==> config.mk <==
export PLATFORM = sky130hd
export DESIGN_NAME = line_sq_diff_summer
export DESIGN_NICKNAME = d
export VERILOG_FILES = /design/src/rtl/line_sq_diff_summer.sv
export SDC_FILE = /design/constraint.sdc
export NUM_CORES = 1
export LEC_CHECK = 0
export ABC_AREA = 1
export CORE_ASPECT_RATIO = 0.5
export CORE_MARGIN = 5
export CORE_UTILIZATION = 55
export CTS_CLUSTER_SIZE = 8
export DETAILED_ROUTE_END_ITERATION = 10
export GPL_ROUTABILITY_DRIVEN = 0
export PLACE_DENSITY = 0.75
export SETUP_SLACK_MARGIN = 0.05
export SLEW_MARGIN = 25
export SYNTH_ARGS = -nofsm -noshare
export SYNTH_HDL_FRONTEND = slang
export SYNTH_SLANG_ARGS = --single-unit
==> constraint.sdc <==
create_clock -name CLK -period 4.8 [get_ports CLK]
set_input_delay 0.96 -clock CLK [delete_from_list [all_inputs] [get_ports CLK]]
set_output_delay 0.96 -clock CLK [all_outputs]
set_load 0.05 [all_outputs]
==> src/rtl/line_sq_diff_summer.sv <==
// Sums (pix_a - pix_b)^2 over LINE_SIZE accepted pixel pairs and emits one registered line sum.
// Define LINE_SUM_ERR_EN to add the sticky err output (restart seen while a line is in progress).
module line_sq_diff_summer #(
    parameter int unsigned PIXEL_SIZE = 8,
    parameter int unsigned LINE_SIZE  = 640
) (
    input  logic                                      CLK,
    input  logic                                      resetN,
    input  logic                                      pix_valid,
    input  logic [PIXEL_SIZE-1:0]                     pix_a,
    input  logic [PIXEL_SIZE-1:0]                     pix_b,
    input  logic                                      line_restart,
    output logic [$clog2(LINE_SIZE)+2*PIXEL_SIZE-1:0] line_sum,
`ifdef LINE_SUM_ERR_EN
    output logic                                      err,
`endif
    output logic                                      line_sum_valid
);

    localparam int unsigned CNT_W = $clog2(LINE_SIZE);
    localparam int unsigned SQ_W  = 2 * PIXEL_SIZE;
    localparam int unsigned SUM_W = CNT_W + SQ_W;

    localparam logic [CNT_W-1:0] LAST_CNT = CNT_W'(LINE_SIZE - 1);
    localparam logic [CNT_W-1:0] CNT_ONE  = CNT_W'(1);

    logic                  accept;

    logic [CNT_W-1:0]      pix_cnt_q, pix_cnt_d;

    logic [PIXEL_SIZE-1:0] s0_a_q, s0_a_d;
    logic [PIXEL_SIZE-1:0] s0_b_q, s0_b_d;
    logic                  s0_valid_q, s0_valid_d;
    logic                  s0_last_q, s0_last_d;

    logic [PIXEL_SIZE-1:0] s1_diff_q, s1_diff_d;
    logic                  s1_valid_q, s1_valid_d;
    logic                  s1_last_q, s1_last_d;

    logic [SQ_W-1:0]       s2_sq_q, s2_sq_d;
    logic                  s2_valid_q, s2_valid_d;
    logic                  s2_last_q, s2_last_d;

    logic [SUM_W-1:0]      acc_q, acc_d;
    logic [SUM_W-1:0]      line_sum_q, line_sum_d;
    logic                  line_sum_valid_q, line_sum_valid_d;

    assign accept = pix_valid & ~line_restart;

    always_comb begin
        pix_cnt_d        = pix_cnt_q;
        s0_a_d           = s0_a_q;
        s0_b_d           = s0_b_q;
        s0_valid_d       = 1'b0;
        s0_last_d        = 1'b0;
        s1_diff_d        = (s0_a_q >= s0_b_q) ? (s0_a_q - s0_b_q) : (s0_b_q - s0_a_q);
        s1_valid_d       = 1'b0;
        s1_last_d        = 1'b0;
        s2_sq_d          = SQ_W'(s1_diff_q) * SQ_W'(s1_diff_q);
        s2_valid_d       = 1'b0;
        s2_last_d        = 1'b0;
        acc_d            = acc_q;
        line_sum_d       = line_sum_q;
        line_sum_valid_d = 1'b0;

        if (line_restart) begin
            // Abort drops every in-flight pair, including a last-tagged one.
            pix_cnt_d = '0;
            acc_d     = '0;
        end else begin
            if (accept) begin
                s0_a_d     = pix_a;
                s0_b_d     = pix_b;
                s0_valid_d = 1'b1;
                s0_last_d  = (pix_cnt_q == LAST_CNT);
                pix_cnt_d  = (pix_cnt_q == LAST_CNT) ? '0 : pix_cnt_q + CNT_ONE;
            end

            s1_valid_d = s0_valid_q;
            s1_last_d  = s0_valid_q & s0_last_q;
            s2_valid_d = s1_valid_q;
            s2_last_d  = s1_valid_q & s1_last_q;

            if (s2_valid_q) begin
                if (s2_last_q) begin
                    line_sum_d       = acc_q + SUM_W'(s2_sq_q);
                    line_sum_valid_d = 1'b1;
                    acc_d            = '0;
                end else begin
                    acc_d = acc_q + SUM_W'(s2_sq_q);
                end
            end
        end
    end

    always_ff @(posedge CLK or negedge resetN) begin
        if (!resetN) begin
            pix_cnt_q        <= '0;
            s0_a_q           <= '0;
            s0_b_q           <= '0;
            s0_valid_q       <= 1'b0;
            s0_last_q        <= 1'b0;
            s1_diff_q        <= '0;
            s1_valid_q       <= 1'b0;
            s1_last_q        <= 1'b0;
            s2_sq_q          <= '0;
            s2_valid_q       <= 1'b0;
            s2_last_q        <= 1'b0;
            acc_q            <= '0;
            line_sum_q       <= '0;
            line_sum_valid_q <= 1'b0;
        end else begin
            pix_cnt_q        <= pix_cnt_d;
            s0_a_q           <= s0_a_d;
            s0_b_q           <= s0_b_d;
            s0_valid_q       <= s0_valid_d;
            s0_last_q        <= s0_last_d;
            s1_diff_q        <= s1_diff_d;
            s1_valid_q       <= s1_valid_d;
            s1_last_q        <= s1_last_d;
            s2_sq_q          <= s2_sq_d;
            s2_valid_q       <= s2_valid_d;
            s2_last_q        <= s2_last_d;
            acc_q            <= acc_d;
            line_sum_q       <= line_sum_d;
            line_sum_valid_q <= line_sum_valid_d;
        end
    end

    assign line_sum       = line_sum_q;
    assign line_sum_valid = line_sum_valid_q;

`ifdef LINE_SUM_ERR_EN
    typedef enum logic [0:0] {StIdle, StActive} state_e;

    state_e state_q, state_d;
    logic   err_q, err_d;
    logic   line_done;

    assign line_done = s2_valid_q & s2_last_q;

    always_ff @(posedge CLK or negedge resetN) begin
        if (!resetN) begin
            state_q <= StIdle;
            err_q   <= 1'b0;
        end else begin
            state_q <= state_d;
            err_q   <= err_d;
        end
    end

    always_comb begin
        state_d = state_q;
        unique case (state_q)
            StIdle: begin
                if (accept) begin
                    state_d = StActive;
                end
            end
            StActive: begin
                // Idle only once the emitted line leaves nothing of a newer line behind it.
                if (line_restart) begin
                    state_d = StIdle;
                end else if (line_done && !accept && !s0_valid_q && !s1_valid_q &&
                             (pix_cnt_q == '0)) begin
                    state_d = StIdle;
                end
            end
            default: state_d = StIdle;
        endcase
    end

    always_comb begin
        err_d = err_q | (line_restart & (state_q == StActive));
    end

    assign err = err_q;
`endif

endmodule

Word-level counts from Yosys, hierarchy flattened

Index checks and enable logic that the tools add are counted.

Add/sub/neg operators: 4
Multiply operators: 1
Order comparisons: 1
Equality and inequality tests: 1
Muxes and demuxes: 18
Bitwise operators: 4
Reductions and logical operators: 4

Operators with widths:

| kind                                          | count |
|---|---|
| two-way mux 26 bit                            | 3 |
| two-way mux 10 bit                            | 3 |
| adder 26 x 16 -> 26 bit                       | 1 |
| multiplier 8 x 8 -> 16 bit                    | 1 |
| subtractor 8 bit                              | 2 |
| two-way mux 1 bit                             | 11 |
| adder 10 x 1 -> 10 bit, second input constant | 1 |
| == test 10 bit, second input constant         | 1 |
| greater-or-equal comparator 8 bit             | 1 |
| two-way mux 8 bit                             | 1 |
| nonzero test 2 bit                            | 2 |
| bitwise AND 1 bit                             | 3 |
| AND reduction 3 bit                           | 1 |
| AND reduction 2 bit                           | 1 |
| NOT 1 bit                                     | 1 |

Flip-flop bits (word level): 109
Bits of input ports: 20
Output and inout bits: 27
Logic and storage cells: 47

Logic depth before layout (Yosys ltp)

Gate-level depths: netlist (run 1).

Word-level depth: 4
Depth in mapped cells: 18
Gate-level depth less buffers: 17

Worst setup path after synthesis (run 1)

No wires, ideal clock.

Path type: register to register
Start: reg s1_diff_q[5]
End: reg s2_sq_q[12]
Library setup time: 0.128 ns
Arrival: 3.876 ns
Data required time: 4.672 ns
Path slack: 0.796 ns
Stages on the path, launching flop included: 16
Path buffers: 1
Period minus slack after synthesis: 4.004 ns
Cell sequence: dfrtp_1 -> clkbuf_1 -> nand2_1 -> inv_1 -> fa_1 -> fa_1 -> inv_1 -> fa_1 -> fa_1 -> inv_1 -> ha_1 -> nand2_1 -> or2_2 -> nand3_1 -> a21oi_1 -> xor2_1

Longest elaborated chain between the ends: 1

Ends and longest elaborated chain:

| element                    | line | source |
|---|---|---|
| start, declared            | 36   | `logic [PIXEL_SIZE-1:0] s1_diff_q, s1_diff_d;` |
| start signal, assigned     | 118  | `s1_diff_q <= s1_diff_d;` |
| multiplier 8 x 8 -> 16 bit | 59   | `s2_sq_d = SQ_W'(s1_diff_q) * SQ_W'(s1_diff_q);` |
| via s2_sq_d[12]            | 40   | `logic [SQ_W-1:0] s2_sq_q, s2_sq_d;` |
| end signal, assigned       | 121  | `s2_sq_q <= s2_sq_d;` |
| end, declared              | 40   |  |

The timed path passes the listed nets, and every way through them passes these cells.
A chain may end at the register's enable or synchronous reset.

Worst setup path after layout (run 1)

Same ends and word-level chain as after synthesis.

==> summary.md, run 1 <==
| Metric | Value |
|---|---|
| CTS Sinks | `108` |
| Routed WL per cell | `12.8 um` |
| CTS Buffer Depth | `2` |
| Cell Area, Synth | `between 0.007 and 0.008 sq mm` |
| First-pass GRT wire length | `approximately 28,000 um` |
| RSZ-0062 raised after global routing | `no` |
| Pwr/cell area | `735 mW/mm^2` |
| Sequential Power Share | `between 10% and 20%` |
| Tmin final | `about 4.2 ns` |
| Reg2reg end | `s2_sq_q[12]$_DFF_PN0_` |
| Largest net degree at the start of global routing | `52` |
| Number of setup violations in the final report | `0` |
| Vias | `around 6.3k` |
| Die Ht | `94.0 um` |
| Largest fanout on the critical path | `11` |
| Relative slew slack | `35.8%` |
| Register area share after synthesis | `34.8%` |
| # IOs | `47` |
| FF-to-FF Start | `s1_diff_q[5]$_DFF_PN0_` |
| Core Rows | `30` |
| Total track usage | `20.6%` |
| Post-Syn Area per Cell | `7.67 sq um` |
| GRT overflow | `0` |
| MaxCap Viol Count | `0` |
| Slew @ Worst Pin | `between 0.9 and 1 ns` |
| CTS H-tree depth | `3` |
| Cts hold-fix bufs | `0` |
| CTS tree | `built` |
| Final ANT Viol Nets | `0` |
| Final #Nets | `1,156` |
| Initial core utilization | `between 50% and 60%` |
| Leakage | `4.72 nW` |
| Switching power | `3.12 mW` |
| Synth Instances | `1,013` |
| Most frequent cells in the layout | `316 x nand2_1, 185 x inv_1, 108 x dfrtp_1, 65 x nand3_1, 60 x ha_1` |
| Vias in the first global route | `6,122` |
| Total clock buffers created by CTS | `9` |
| FF-to-FF path depth | `14` |
| Worst path required time | `5.04 ns` |
| Post-synthesis register bit count | `108` |
| Area Overhead vs Synth | `11.8%` |
| Post-route DRC | `0` |
| Via density per instance | `5.07` |
| Min-delay worst type | `input port to asynchronous set/reset pin` |
| Worst EP arrival | `4.45 ns` |
| Final hold vios | `0` |
| Die area | `0.0167 sq mm` |
| Setup Skew | `0.00810 ns` |
| Synth unique cells | `42` |
| CTS clk-pin slew, worst paths | `0.08 ns` |
| Register-to-Register Setup Slack | `roughly 0.59 ns` |
| Layout cell share with drive strength beyond 1 | `5.69%` |
| Post-layout utilization of the core | `63.4%` |
| Setup bufs post-CTS | `0` |
| Antenna cells | `0` |
| Starting DRC count in detailed routing | `436` |
| Clock group share of total power | `12.1%` |
| Worst skew pair latency | `between 0.3 and 0.4 ns` |
| Port bufs | `46` |
| P_int | `3.26 mW` |
| Final worst-path cycle share | `between 80% and 90%` |
| Die span in x | `178 um` |
| Switching share of power | `between 40% and 50%` |
| Commonest non-fill, non-tap cell in the layout | `nand2_1` |
| Pre-antenna DRT Iters | `7` |
| DRT Wirelength | `16,000 um` |
| Worst ir drop on vdd | `0.679 mV` |
| Detailed placer's ending HPWL | `12,300 um` |
| Yosys warns | `0` |
| Post_cts resized | `0` |
| Final TNS setup | `0 ns` |
| Initial antenna violation count | `0` |
| Critical path capture point type | `flip-flop` |
| Fmax | `237 MHz` |
| Synth Net Count | `1,120` |
| Kind of critical path | `flip-flop to flip-flop` |
| Share of total power in combinational logic | `68.5%` |
| Clk Tree Root Cell | `clkbuf_16` |
| Core Region | `about 0.014 sq mm` |
| Outcome | `finished clean` |
| Slew Limit Fails | `0` |
| CP Launch Type | `flip-flop` |
-- registers in the layout (all words and copies together), names as in the netlist --
signal,cells
line_sum,26
s1_diff_q,8
s0_a_q,8
acc_q,26
s2_last_q,1
s0_b_q,8
pix_cnt_q,10
s2_sq_q,15
s1_valid_q,1
s0_valid_q,1
s2_valid_q,1
s1_last_q,1
s0_last_q,1
line_sum_valid,1
-- cells by family (layout without fill, tap and decap cells) --
group | count (synthesis) | count (layout) | share of synthesized area [%]
xor gates and xnor gates | 40 | 40 | 4.51
and+or+nand+nor | 476 | 476 | 27.0
buffers and inverters | 212 | 253 | 10.6
adders and majority gates | 87 | 87 | 16.6
DFF | 108 | 108 | 34.8
AOI/OAI and AO/OA | 90 | 90 | 6.49
-- power by group through the flow --
stage / sequential, mW / clock [mW] / combinational [mW]
2_1_floorplan: 1.19 / 0 / 3.56
3_3_place_gp: 1.24 / 0 / 4.14
3_5_place_dp: 1.25 / 0 / 4.37
4_1_cts: 1.23 / 0.789 / 4.41
5_1_grt: 1.25 / 0.827 / 5.12
6_report: 1.24 / 0.775 / 4.37
-- synthesized netlist by cell type (all sizes together) --
| cell type | n | area share, % |
|---|---|---|
| a21oi | 28 | 1.9 |
| or2 | 6 | 0.48 |
| a31oi | 3 | 0.24 |
| and2 | 2 | 0.16 |
| xor2 | 29 | 3.3 |
| ha | 60 | 9.7 |
| buf | 10 | 0.81 |
| nor4 | 1 | 0.081 |
| inv | 187 | 9.0 |
| a22o | 1 | 0.11 |
| nor3 | 11 | 1.1 |
| o22ai | 6 | 0.48 |
| xnor2 | 11 | 1.2 |
| nor2 | 50 | 3.1 |
| nand4 | 7 | 0.64 |
| dfrtp | 108 | 35 |
| clkbuf | 15 | 0.74 |
| o21ai | 43 | 2.9 |
| nand3b | 4 | 0.55 |
| nand3 | 70 | 4.8 |
| a21o | 2 | 0.19 |
| o21bai | 6 | 0.58 |
| o32ai | 1 | 0.11 |
| nand2 | 325 | 16 |
| fa | 27 | 7.0 |
-- critical path, cell delays in order (launching register included) --
cell and delay (ns):
dfrtp_1 0.56, nand2_1 0.16, inv_1 0.11, fa_1 0.44, fa_1 0.54, inv_1 0.06
fa_1 0.51, fa_1 0.54, inv_1 0.04, ha_1 0.35, nand2_1 0.09, or2_2 0.30
nand3_1 0.14, a21oi_1 0.10, xor2_1 0.15
-- final cells by class --
cell class | count | area (sq um)
fillers | 1221 | 5020
multi-input cells | 693 | 4250
flip-flops and latches | 108 | 2700
inverters | 187 | 702
repair buffers | 50 | 488
well taps | 192 | 240
clock buffers | 10 | 229
clock inverters | 6 | 71.3
-- per-stage QoR --
stage	total power, mW	worst slack [ns]	area (sq um)	hold WS (ns)	std cells
floorplan	4.75	0.796	7770	0.352	1013
global placement	5.37	0.794	8370	0.452	1230
detailed placement	5.61	0.634	8380	0.459	1230
CTS	6.43	0.619	8680	0.450	1246
global route	7.20	0.377	8680	0.464	1246
finish	6.38	0.588	8680	0.449	1246
-- routing by layer --
metal / vias to the layer above / GRT usage [%] / wire, um
li1: 3188 / - / -
met1: 2964 / 27.6 / 7600
met2: 142 / 34.8 / 7450
met3: 24 / 3.58 / 743
met4: 0 / 5.27 / 197
met5: - / 0 / 0
-- worst max path at each step --
stage / startpoint / endpoint / cells after the start
CTS: s1_diff_q[5]$_DFF_PN0_ / s2_sq_q[12]$_DFF_PN0_ / 14
global placement: s1_diff_q[5]$_DFF_PN0_ / s2_sq_q[14]$_DFF_PN0_ / 14
global route: s1_diff_q[5]$_DFF_PN0_ / s2_sq_q[12]$_DFF_PN0_ / 14
detailed placement: s1_diff_q[5]$_DFF_PN0_ / s2_sq_q[12]$_DFF_PN0_ / 14
finish: s1_diff_q[5]$_DFF_PN0_ / s2_sq_q[12]$_DFF_PN0_ / 14
floorplan: s1_diff_q[5]$_DFF_PN0_ / s2_sq_q[12]$_DFF_PN0_ / 15
(Power assumes the default switching activity.)
==> inputs of run 2 (changes only) <==
--- a/config.mk
+++ b/config.mk
@@ -9,7 +9,6 @@
 export CORE_ASPECT_RATIO = 0.5
 export CORE_MARGIN = 5
 export CORE_UTILIZATION = 55
-export CTS_CLUSTER_SIZE = 8
 export DETAILED_ROUTE_END_ITERATION = 10
 export GPL_ROUTABILITY_DRIVEN = 0
 export PLACE_DENSITY = 0.75
==> results of run 2 <==
Final layout, timing and power as in run 1 (identical DEF).
